File: src/rtl/occupancy_pkg.sv
// Shared occupancy-grid types: signed log-odds cell, arbiter FSM states and saturation limits.
// Also used by the VGA colour mapper.
package occupancy_pkg;

    localparam int unsigned DATA_WIDTH = 8;
    localparam int unsigned STAT_WIDTH = 16;

    typedef logic signed [DATA_WIDTH-1:0] cell_t;

    typedef enum logic [2:0] {
        IDLE,
        CLEAR,
        RD,
        MOD,
        WR
    } arb_state_t;

    localparam cell_t LOG_ODDS_MAX = cell_t'((2 ** (DATA_WIDTH - 1)) - 1);
    localparam cell_t LOG_ODDS_MIN = -LOG_ODDS_MAX;

endpackage

File: src/rtl/occupancy_grid_arbiter_if.sv
// Request/response bundle between the SLAM control, Bresenham datapath, VGA reader, grid RAM and the arbiter.
// The slave modport is the arbiter's view; the master modport is its clients' view.
interface occupancy_grid_arbiter_if #(
    parameter int unsigned ADDR_WIDTH = 14
) ();
    import occupancy_pkg::*;

    logic                  clear_start;
    logic                  occupancy_busy;
    logic                  upd_valid;
    logic                  upd_ready;
    logic [ADDR_WIDTH-1:0] upd_addr;
    logic                  upd_hit;
    logic                  vga_req;
    logic [ADDR_WIDTH-1:0] vga_addr;
    logic                  vga_rdata_valid;
    cell_t                 vga_rdata;
    logic [ADDR_WIDTH-1:0] mem_addr;
    logic                  mem_we;
    cell_t                 mem_wdata;
    cell_t                 mem_rdata;
    logic [STAT_WIDTH-1:0] stall_cycles;

    modport slave (
        input  clear_start, upd_valid, upd_addr, upd_hit, vga_req, vga_addr, mem_rdata,
        output occupancy_busy, upd_ready, vga_rdata_valid, vga_rdata,
               mem_addr, mem_we, mem_wdata, stall_cycles
    );

    modport master (
        output clear_start, upd_valid, upd_addr, upd_hit, vga_req, vga_addr, mem_rdata,
        input  occupancy_busy, upd_ready, vga_rdata_valid, vga_rdata,
               mem_addr, mem_we, mem_wdata, stall_cycles
    );

endinterface

File: src/rtl/log_odds_update.sv
// Combinational saturating log-odds step: +HIT_INC on a hit, -MISS_DEC on a miss, clamped to +/-LOG_ODDS_MAX.
module log_odds_update
    import occupancy_pkg::*;
#(
    parameter int unsigned HIT_INC  = 3,
    parameter int unsigned MISS_DEC = 1
) (
    input  cell_t i_v,
    input  logic  i_hit,
    output cell_t o_v_c
);
    localparam int unsigned WW = DATA_WIDTH + 1;
    localparam cell_t RAW_MIN = LOG_ODDS_MIN - cell_t'(1);
    localparam logic signed [WW-1:0] W_MAX = {LOG_ODDS_MAX[DATA_WIDTH-1], LOG_ODDS_MAX};
    localparam logic signed [WW-1:0] W_MIN = {LOG_ODDS_MIN[DATA_WIDTH-1], LOG_ODDS_MIN};

    logic signed [WW-1:0] w_base;
    logic signed [WW-1:0] w_inc;
    logic signed [WW-1:0] w_dec;
    logic signed [WW-1:0] w_sum;

    assign w_inc = WW'(HIT_INC);
    assign w_dec = WW'(MISS_DEC);

    // The asymmetric most-negative code is folded onto MIN before the step.
    always_comb begin
        w_base = {i_v[DATA_WIDTH-1], i_v};
        if (i_v == RAW_MIN) begin
            w_base = W_MIN;
        end
        w_sum = i_hit ? (w_base + w_inc) : (w_base - w_dec);
        if (w_sum > W_MAX) begin
            o_v_c = LOG_ODDS_MAX;
        end else if (w_sum < W_MIN) begin
            o_v_c = LOG_ODDS_MIN;
        end else begin
            o_v_c = cell_t'(w_sum);
        end
    end

endmodule

File: src/rtl/occupancy_grid_arbiter.sv
// Single-port grid RAM arbiter: VGA reads pre-empt the clear sweep and log-odds read-modify-write.
// Optional stall statistics counter built when OCC_ARB_STATS_EN is defined.
module occupancy_grid_arbiter
    import occupancy_pkg::*;
#(
    parameter int unsigned ADDR_WIDTH = 14,
    parameter int unsigned HIT_INC    = 3,
    parameter int unsigned MISS_DEC   = 1
) (
    input  logic                    clock,
    input  logic                    reset_n,
    occupancy_grid_arbiter_if.slave bus
);
    localparam int unsigned DEPTH = 2 ** ADDR_WIDTH;
    localparam logic [ADDR_WIDTH-1:0] LAST_ADDR = ADDR_WIDTH'(DEPTH - 1);

    arb_state_t            r_state;
    arb_state_t            w_state_nxt;
    logic [ADDR_WIDTH-1:0] r_clear_addr;
    logic [ADDR_WIDTH-1:0] w_clear_addr_nxt;
    logic                  r_clear_pending;
    logic                  w_clear_pending_nxt;
    logic [ADDR_WIDTH-1:0] r_upd_addr;
    logic                  r_upd_hit;
    cell_t                 r_new_val;
    logic                  r_vga_valid;
    logic                  w_port_use;
    logic                  w_stall;
    logic                  w_accept;
    logic                  w_capture;
    logic                  w_upd_ready;
    logic [ADDR_WIDTH-1:0] w_mem_addr;
    logic                  w_mem_we;
    cell_t                 w_mem_wdata;
    cell_t                 w_lo_val;

    assign w_port_use = (r_state == CLEAR) || (r_state == RD) || (r_state == WR);
    assign w_stall    = bus.vga_req && w_port_use;

    always_ff @(posedge clock or negedge reset_n) begin
        if (!reset_n) begin
            r_state <= CLEAR;
        end else begin
            r_state <= w_state_nxt;
        end
    end

    // Next state and RAM port mux; port outputs are combinational so a VGA read returns next cycle.
    always_comb begin
        w_state_nxt         = r_state;
        w_clear_addr_nxt    = r_clear_addr;
        w_clear_pending_nxt = r_clear_pending;
        w_accept            = 1'b0;
        w_capture           = 1'b0;
        w_upd_ready         = 1'b0;
        w_mem_addr          = '0;
        w_mem_we            = 1'b0;
        w_mem_wdata         = '0;

        case (r_state)
            IDLE: begin
                w_upd_ready = !bus.clear_start;
                if (bus.clear_start || r_clear_pending) begin
                    w_state_nxt         = CLEAR;
                    w_clear_addr_nxt    = '0;
                    w_clear_pending_nxt = 1'b0;
                end else if (bus.upd_valid) begin
                    w_accept    = 1'b1;
                    w_state_nxt = RD;
                end
            end
            CLEAR: begin
                w_mem_addr = r_clear_addr;
                w_mem_we   = 1'b1;
                if (bus.clear_start) begin
                    w_clear_addr_nxt = '0;
                end else if (!w_stall) begin
                    if (r_clear_addr == LAST_ADDR) begin
                        w_state_nxt = IDLE;
                    end else begin
                        w_clear_addr_nxt = r_clear_addr + ADDR_WIDTH'(1);
                    end
                end
            end
            RD: begin
                w_mem_addr = r_upd_addr;
                if (bus.clear_start) begin
                    w_clear_pending_nxt = 1'b1;
                end
                if (!w_stall) begin
                    w_state_nxt = MOD;
                end
            end
            MOD: begin
                w_capture   = 1'b1;
                w_state_nxt = WR;
                if (bus.clear_start) begin
                    w_clear_pending_nxt = 1'b1;
                end
            end
            WR: begin
                w_mem_addr  = r_upd_addr;
                w_mem_we    = 1'b1;
                w_mem_wdata = r_new_val;
                if (bus.clear_start) begin
                    w_clear_pending_nxt = 1'b1;
                end
                // A clear requested during the RMW starts as soon as the write retires.
                if (!w_stall) begin
                    if (r_clear_pending || bus.clear_start) begin
                        w_state_nxt         = CLEAR;
                        w_clear_addr_nxt    = '0;
                        w_clear_pending_nxt = 1'b0;
                    end else begin
                        w_state_nxt = IDLE;
                    end
                end
            end
            default: begin
                w_state_nxt = IDLE;
            end
        endcase

        if (bus.vga_req) begin
            w_mem_addr = bus.vga_addr;
            w_mem_we   = 1'b0;
        end

        // Keep the RAM port quiet while reset is asserted.
        if (!reset_n) begin
            w_mem_addr  = '0;
            w_mem_we    = 1'b0;
            w_mem_wdata = '0;
        end
    end

    always_ff @(posedge clock or negedge reset_n) begin
        if (!reset_n) begin
            r_clear_addr    <= '0;
            r_clear_pending <= 1'b0;
            r_upd_addr      <= '0;
            r_upd_hit       <= 1'b0;
            r_new_val       <= '0;
            r_vga_valid     <= 1'b0;
        end else begin
            r_clear_addr    <= w_clear_addr_nxt;
            r_clear_pending <= w_clear_pending_nxt;
            r_vga_valid     <= bus.vga_req;
            if (w_accept) begin
                r_upd_addr <= bus.upd_addr;
                r_upd_hit  <= bus.upd_hit;
            end
            if (w_capture) begin
                r_new_val <= w_lo_val;
            end
        end
    end

    log_odds_update #(
        .HIT_INC (HIT_INC),
        .MISS_DEC(MISS_DEC)
    ) u_log_odds_update (
        .i_v  (bus.mem_rdata),
        .i_hit(r_upd_hit),
        .o_v_c(w_lo_val)
    );

`ifdef OCC_ARB_STATS_EN
    logic [STAT_WIDTH-1:0] r_stall_cycles;

    always_ff @(posedge clock or negedge reset_n) begin
        if (!reset_n) begin
            r_stall_cycles <= '0;
        end else if (bus.clear_start) begin
            r_stall_cycles <= '0;
        end else if (w_stall && (r_stall_cycles != '1)) begin
            r_stall_cycles <= r_stall_cycles + STAT_WIDTH'(1);
        end
    end

    assign bus.stall_cycles = r_stall_cycles;
`else
    assign bus.stall_cycles = '0;
`endif

    assign bus.mem_addr        = w_mem_addr;
    assign bus.mem_we          = w_mem_we;
    assign bus.mem_wdata       = w_mem_wdata;
    assign bus.upd_ready       = w_upd_ready;
    assign bus.occupancy_busy  = (r_state != IDLE) || r_clear_pending;
    assign bus.vga_rdata_valid = r_vga_valid;
    assign bus.vga_rdata       = bus.mem_rdata;

endmodule

File: src/flat_wrapper.sv
// flat-port wrapper written by rule: the top's interface ports become plain ports
module occupancy_grid_arbiter_flat import occupancy_pkg::*;
#(
    parameter int unsigned ADDR_WIDTH = 14,
    parameter int unsigned HIT_INC    = 3,
    parameter int unsigned MISS_DEC   = 1
)
  (clock, reset_n, bus_clear_start, bus_upd_valid, bus_upd_addr, bus_upd_hit, bus_vga_req, bus_vga_addr, bus_mem_rdata, bus_occupancy_busy, bus_upd_ready, bus_vga_rdata_valid, bus_vga_rdata, bus_mem_addr, bus_mem_we, bus_mem_wdata, bus_stall_cycles);
  occupancy_grid_arbiter_if #(.ADDR_WIDTH(ADDR_WIDTH)) bus_i ();
  input  logic clock;
  input  logic reset_n;
  input wire logic [$bits(bus_i.clear_start)-1:0] bus_clear_start;
  input wire logic [$bits(bus_i.upd_valid)-1:0] bus_upd_valid;
  input wire logic [$bits(bus_i.upd_addr)-1:0] bus_upd_addr;
  input wire logic [$bits(bus_i.upd_hit)-1:0] bus_upd_hit;
  input wire logic [$bits(bus_i.vga_req)-1:0] bus_vga_req;
  input wire logic [$bits(bus_i.vga_addr)-1:0] bus_vga_addr;
  input wire logic [$bits(bus_i.mem_rdata)-1:0] bus_mem_rdata;
  output wire logic [$bits(bus_i.occupancy_busy)-1:0] bus_occupancy_busy;
  output wire logic [$bits(bus_i.upd_ready)-1:0] bus_upd_ready;
  output wire logic [$bits(bus_i.vga_rdata_valid)-1:0] bus_vga_rdata_valid;
  output wire logic [$bits(bus_i.vga_rdata)-1:0] bus_vga_rdata;
  output wire logic [$bits(bus_i.mem_addr)-1:0] bus_mem_addr;
  output wire logic [$bits(bus_i.mem_we)-1:0] bus_mem_we;
  output wire logic [$bits(bus_i.mem_wdata)-1:0] bus_mem_wdata;
  output wire logic [$bits(bus_i.stall_cycles)-1:0] bus_stall_cycles;
  assign bus_i.clear_start = bus_clear_start;
  assign bus_i.upd_valid = bus_upd_valid;
  assign bus_i.upd_addr = bus_upd_addr;
  assign bus_i.upd_hit = bus_upd_hit;
  assign bus_i.vga_req = bus_vga_req;
  assign bus_i.vga_addr = bus_vga_addr;
  assign bus_i.mem_rdata = bus_mem_rdata;
  assign bus_occupancy_busy = bus_i.occupancy_busy;
  assign bus_upd_ready = bus_i.upd_ready;
  assign bus_vga_rdata_valid = bus_i.vga_rdata_valid;
  assign bus_vga_rdata = bus_i.vga_rdata;
  assign bus_mem_addr = bus_i.mem_addr;
  assign bus_mem_we = bus_i.mem_we;
  assign bus_mem_wdata = bus_i.mem_wdata;
  assign bus_stall_cycles = bus_i.stall_cycles;
  occupancy_grid_arbiter #(.ADDR_WIDTH(ADDR_WIDTH), .HIT_INC(HIT_INC), .MISS_DEC(MISS_DEC)) u_core (.clock(clock), .reset_n(reset_n), .bus(bus_i));
endmodule
File: config.mk
export PLATFORM = sky130hd
export DESIGN_NAME = occupancy_grid_arbiter_flat
export DESIGN_NICKNAME = d
export VERILOG_FILES = /design/src/rtl/occupancy_pkg.sv /design/src/rtl/occupancy_grid_arbiter_if.sv /design/src/rtl/log_odds_update.sv /design/src/rtl/occupancy_grid_arbiter.sv /design/src/flat_wrapper.sv
export SDC_FILE = /design/constraint.sdc
export NUM_CORES = 1
export LEC_CHECK = 0
export CORE_MARGIN = 4
export CORE_UTILIZATION = 49
export DETAILED_ROUTE_END_ITERATION = 16
export GPL_ROUTABILITY_DRIVEN = 0
export PLACE_DENSITY_LB_ADDON = 0.15
export REMOVE_ABC_BUFFERS = 1
export SYNTH_ARGS = -nofsm -noshare
export SYNTH_HDL_FRONTEND = slang
export SYNTH_HIERARCHICAL = 1
export SYNTH_SLANG_ARGS = --single-unit
File: constraint.sdc
create_clock -name clock -period 3.1 [get_ports clock]
set_input_delay 0.31 -clock clock [delete_from_list [all_inputs] [get_ports clock]]
set_output_delay 0.31 -clock clock [all_outputs]
set_load 0.02 [all_outputs]
Word level (Yosys, flattened, before mapping)
Cells that the tools add are included.

word-level totals
  flip-flop bits (word level) = 42
  input bits = 42
  word-level logic and storage cells = 80

operators by class
  add/subtract/negate cells = 3
  order comparisons = 2
  equal/unequal tests = 15
  muxes and demuxes = 37
  reduce and logical (&&, ||, !) cells = 16

operator list
  cell                                                                              number
  14-bit 2-to-1 mux                                                                 7
  14-bit one-hot mux with 3 select lines                                            1
  8-bit 2-to-1 mux                                                                  4
  14-bit one-hot mux with 2 select lines                                            1
  3-bit 2-to-1 mux                                                                  7
  9-bit 2-to-1 mux                                                                  2
  3-bit one-hot mux with 5 select lines                                             1
  14-bit by 1-bit adder with 14-bit output (second input constant)                  1
  14-bit equality test (second input constant)                                      1
  1-bit 2-to-1 mux                                                                  13
  2-bit != test (second input constant)                                             5
  9-bit by 3-bit adder with 9-bit output (second input constant)                    1
  9-bit by 8-bit greater-than comparator with 1-bit output (second input constant)  1
  9-bit by 8-bit < comparator with 1-bit output (second input constant)             1
  3-bit nonzero test                                                                3
  9-bit by 2-bit subtractor with 9-bit output (second input constant)               1
  8-bit equality test (second input constant)                                       1
  3-bit by 2-bit equality test with 1-bit output (second input constant)            2
  3-bit != test (second input constant)                                             2
  6-bit AND reduction                                                               1
  2-bit OR reduction                                                                3
  1-bit logical OR                                                                  4
  4-bit AND reduction                                                               1
  3-bit by 1-bit equality test with 1-bit output (second input constant)            1
  8 further kinds                                                                   8

Logic depth before layout (Yosys ltp)
  depth in word-level cells = 7
  gate-level depth with buffers = 11
  mapped depth without buffers = 11

Hierarchy
The synthesis kept the hierarchy.

modules (own cells, without submodules)
  module                  times used  cells an instance  area an instance (um^2)  sequential area each (um^2)
  occupancy_grid_arbiter  1           292                2785.2                   1052.3
  log_odds_update         1           71                 540.5                    0.0

Least setup slack after synthesis
OpenSTA, ideal clock, no wires.

  path type = in2reg
  from = in bus_mem_rdata[6]
  to = reg u_core.r_new_val[0]
  data arrival time = 2.739 ns
  slack = 0.237 ns
  stages on the path = 11
  cell sequence = or4b_4 nor3_1 a21oi_1 ha_1 nand3b_1 a21o_1 a32oi_1 inv_1 nor3_1 a31oi_1 mux2_2

on the way
  word-level cells in the longest chain between the ends = 7
  elaborated cells between the ends (all ways) = 9

RTL lines
  item                                                                                                   RTL line                       RTL
  from (decl)                                                                                            flat_wrapper.sv:18             input wire logic [$bits(bus_i.mem_rdata)-1:0] bus_mem_rdata;
  8-bit equality test                                                                                    log_odds_update.sv:28          if (i_v == RAW_MIN) begin
  9-bit 2-to-1 mux *                                                                                     log_odds_update.sv:28
  9-bit by 2-bit subtractor with 9-bit output or 9-bit by 3-bit adder with 9-bit output (tied branches)  log_odds_update.sv:31          w_sum = i_hit ? (w_base + w_inc) : (w_base - w_dec);
  9-bit 2-to-1 mux *                                                                                     log_odds_update.sv:31
  9-bit by 8-bit < comparator with 1-bit output                                                          log_odds_update.sv:34          end else if (w_sum < W_MIN) begin
  8-bit 2-to-1 mux                                                                                       log_odds_update.sv:34
  8-bit 2-to-1 mux *                                                                                     log_odds_update.sv:32          if (w_sum > W_MAX) begin
  via u_core.w_lo_val[0]                                                                                 occupancy_grid_arbiter.sv:35   cell_t w_lo_val;
  to (signal assigned)                                                                                   occupancy_grid_arbiter.sv:154  r_new_val <= w_lo_val;
  to (decl)                                                                                              occupancy_grid_arbiter.sv:25   cell_t r_new_val;

Mark *: on every way through the listed nets, which the timed path passes. The rest lies on a longest branch.
A chain may end at the register's enable or synchronous reset.

Final worst setup path
Same ends and word-level chain as after synthesis.

==> results_dict.tcl <==
set metrics [dict create \
    outcome "completed" \
    dr_total_vias 2973 \
    nNetsFinal 479 \
    vias_per_cell 5.88 \
    cts_num_sinks 42 \
    clock_tree_from_tritoncts "yes" \
    hold_path.class "register to register" \
    detail_route.iter0.violations 250 \
    htreeDepth 2 \
    worstReg2RegStart "u_core/r_upd_hit" \
    die_height_um 90.4 \
    power.density_cell_area_nw_per_um2 297 \
    synth_cell_types 62 \
    post_synth_inst_count 363 \
    worstHoldStart "u_core/r_new_val[2]" \
    timing.rr.end "u_core/r_new_val[1]" \
    criticalPathCategory "input pin to register" \
    cts_made_buffers 5 \
    dr.pass1.iters 4 \
    seq_power_share_pct 47.2 \
    buffer_ports.inserted 75 \
    nFillCells 540 \
    final_count_of_pins_violating_max_slew 0 \
    synth-async-reset-ratio_pct 100 \
    r2r.worst_path.cells 8 \
    use_met3_pct 4.92 \
    dp_hpwl_um 5870 \
    whs_endpoint "u_core/r_new_val[2]" \
    grt-busiest-layer "met1" \
    clk_transition_reported_paths_ns 0.07 \
    hold-path-cell-count 1 \
    setup_viol_count_final 0 \
    rows 29 \
    drc 0 \
    total_power_mw 1.24 \
    wire_per_inst_um 15.9 \
    layout-drive-gt1-share_pct 15.4 \
    starting_utilization_of_the_core_area_pct 51.5 \
    tightestPinTransition_ns 0.743 \
    synth_flop_cell "sky130_fd_sc_hd__dfrtp_1" \
    min_period_ns 2.81 \
    grt_max_degree 66 \
    syn2layout_area_growth_pct 25.1 \
    place_worst_setup_slack_ns -0.0305 \
    ant_nets 0 \
    die-width_um 90.4 \
    grt_setup_unrepaired "no" \
    maxCapViolCount 0 \
    grt_first_pass_wirelength_um 13700 \
    share_comb_of_total_power_pct 24.3 \
    worst_ep_required_time_ns 3.33 \
    share_clk_of_total_power_pct 28.6 \
    p_switching_mw 0.360 \
    reg_to_reg_slack_setup_ns 0.48 \
    post_synthesis_mean_instance_area_um2 9.16 \
    total_number_of_yosys_warnings 6 \
    global_route.overflow_total 0 \
    clock_tree.buffer_depth 2 \
    insertedDiodeCount 0 \
    clock_tree.root_cell "sky130_fd_sc_hd__clkbuf_8" \
    worst_setup_path_end_kind "register" \
    global_route.usage.met2_pct 29.4 \
    synth_edf_count 0 \
    groute.layer.met1.usage_pct 29.6 \
    fin_hold_ws_ns 0.504 \
    grt_antenna_before_repair 0 \
    hold_violation_count_in_the_final_report 0 \
    slew_headroom_pct 50.0 \
    boundaryPins 92 \
    irDropWorstVdd_v 0.000189 \
    design.core.area_um2 6460 \
    p_leak_nw 1.78 \
    first_global_vias 2786 \
    data_arrival_critical_path_ns 3.04 \
    syn_area_um2 3330 \
    yosys_register_bits 42 \
    critPathMaxFanout 3 \
    globalRouteTotalUtil_pct 20.0 \
    design.die.area_um2 8170 \
    synth_seq_area_share_pct 31.6 \
    p_int_mw 0.876 \
    clk_latency_ns 0.30 \
    fin_skew_ns 0.0106 \
    post_cts.repair.setup_buffers 0 \
    period_share_pct 90.6 \
    startpoint_type_of_the_worst_setup_path "input pin" \
    worst_slack_ns 0.291 \
    achievable-frequency_mhz 356 \
    power.switching_fraction_pct 29.1 \
    routed_wl_um 8040 \
]
repair_timing:
item,4_1_cts,5_1_grt
setup endpoints to repair,3,0
hold endpoints to repair,0,9
resized for setup,1,0
hold buffers,0,1
through the flow:
stage	std cells	utilization, %	area (um^2)	TNS (ns)
after global routing	506	64.4	4160	0
after global placement	497	62.9	4060	0
after CTS	505	64.2	4150	0
after floorplan	327	-	3070	0
final	506	64.4	4160	0
after detailed placement	497	62.9	4060	-0.0305
state kept, by name, summed over array words and instances, names as in the netlist:
register,cells
u_core/bus.vga_rdata_valid,1
u_core/r_clear_addr,14
u_core/r_clear_pending,1
u_core/r_new_val,8
u_core/r_state,3
u_core/r_upd_addr,14
u_core/r_upd_hit,1
how the worst max path moves through the flow:
| stage | startpoint | to | slack (ns) | cells after the start |
|---|---|---|---|---|
| 3_3_place_gp | bus_mem_rdata[6] | u_core/r_new_val[0] | 0.03 | 12 |
| 3_5_place_dp | bus_mem_rdata[6] | u_core/r_new_val[0] | -0.03 | 12 |
| 5_1_grt | bus_mem_rdata[4] | u_core/r_new_val[0] | 0.04 | 12 |
| 2_1_floorplan | bus_mem_rdata[6] | u_core/r_new_val[0] | 0.23 | 11 |
| 4_1_cts | bus_mem_rdata[6] | u_core/r_new_val[0] | 0.27 | 12 |
| 6_report | bus_mem_rdata[6] | u_core/r_new_val[0] | 0.29 | 12 |
critical path: stages:
cell                              delay, ns
sky130_fd_sc_hd__clkdlybuf4s50_1       0.42
sky130_fd_sc_hd__or4b_4                0.54
sky130_fd_sc_hd__nor3_1                0.15
sky130_fd_sc_hd__a21oi_1               0.12
sky130_fd_sc_hd__ha_1                  0.20
sky130_fd_sc_hd__nand3b_1              0.20
sky130_fd_sc_hd__nand2_1               0.09
sky130_fd_sc_hd__xor2_1                0.08
sky130_fd_sc_hd__nor4b_1               0.25
sky130_fd_sc_hd__or3b_1                0.37
sky130_fd_sc_hd__a31oi_1               0.16
sky130_fd_sc_hd__mux2_2                0.16
area by class of cell:
type	count	area [um^2]	share of cell area, %
multi-input combinational	267	1950	47.0
sequential	42	1050	25.3
inverter	18	67.6	1.62
tap	77	96.3	2.32
clock buffer	6	72.6	1.74
timing repair buffer	94	903	21.7
clock inverter	2	13.8	0.331
kinds of logic after synthesis:
family                   synth area share, %
buffers and inverters                   11.5
flip-flops                              31.6
other                                  0.113
multiplexers                            8.09
AO/OA/AOI/OAI                           22.4
adder cells (fa/ha/maj)                 5.42
XOR/XNOR                                1.58
AND/OR/NAND/NOR                         19.2
power groups by stage:
stage	clock network, mW	registers [mW]	logic (mW)
finish	0.353	0.583	0.300
detailed placement	0	0.594	0.299
global placement	0	0.593	0.296
floorplan	0	0.588	0.149
CTS	0.362	0.582	0.300
global route	0.387	0.585	0.328
synthesized netlist by cell type, types with 2 or more instances:
cell | count | share of area, %
sky130_fd_sc_hd__nand3b_1 | 2 | 0.45
sky130_fd_sc_hd__a22oi_1 | 14 | 3.2
sky130_fd_sc_hd__o211a_1 | 14 | 4.2
sky130_fd_sc_hd__xnor2_1 | 3 | 0.79
sky130_fd_sc_hd__buf_6 | 2 | 0.68
sky130_fd_sc_hd__or3_1 | 3 | 0.56
sky130_fd_sc_hd__clkbuf_1 | 16 | 1.8
sky130_fd_sc_hd__a31oi_1 | 3 | 0.56
sky130_fd_sc_hd__a21oi_1 | 12 | 1.8
sky130_fd_sc_hd__o31ai_1 | 2 | 0.45
sky130_fd_sc_hd__nand3_1 | 15 | 2.3
sky130_fd_sc_hd__buf_2 | 5 | 0.75
sky130_fd_sc_hd__a2bb2oi_1 | 2 | 0.53
sky130_fd_sc_hd__and3_1 | 13 | 2.4
sky130_fd_sc_hd__nor2_1 | 6 | 0.68
sky130_fd_sc_hd__dfrtp_1 | 41 | 31
sky130_fd_sc_hd__inv_1 | 17 | 1.9
sky130_fd_sc_hd__nor4_1 | 8 | 1.5
sky130_fd_sc_hd__nor2b_1 | 3 | 0.56
sky130_fd_sc_hd__mux2_2 | 23 | 7.8
sky130_fd_sc_hd__o21ai_0 | 9 | 1.4
sky130_fd_sc_hd__a211oi_1 | 3 | 0.68
sky130_fd_sc_hd__maj3_2 | 6 | 2.0
sky130_fd_sc_hd__nand4_1 | 5 | 0.94
sky130_fd_sc_hd__buf_4 | 26 | 5.9
sky130_fd_sc_hd__nor3_1 | 6 | 0.90
sky130_fd_sc_hd__nand2b_1 | 4 | 0.75
sky130_fd_sc_hd__nand2_1 | 28 | 3.2
sky130_fd_sc_hd__nor4b_1 | 2 | 0.53
sky130_fd_sc_hd__or4_1 | 6 | 1.4
sky130_fd_sc_hd__o211ai_1 | 22 | 5.0
sky130_fd_sc_hd__xor2_1 | 3 | 0.79
sky130_fd_sc_hd__a21o_1 | 2 | 0.45
sky130_fd_sc_hd__ha_1 | 9 | 3.4
metal layers:
layer,share of wire (%),routed length (um),vias to the layer above
met4,0.40,32,0
li1,-,-,1453
met2,44,3540,112
met5,0,0,-
met1,48,3860,1406
met3,7.5,606,2
layout by cell type, fill, tap and decap left out, drive strengths merged, types with 12 or more instances in the layout:
cell           instances
nand2                 28
clkdlybuf4s50         74
buf                   19
a22oi                 14
mux2                  23
conb                  16
a21oi                 12
inv                   17
o211ai                22
nand3                 15
dfrtp                 41
and3                  13
o211a                 14
Note: power is estimated with default switching activity, not from simulation.
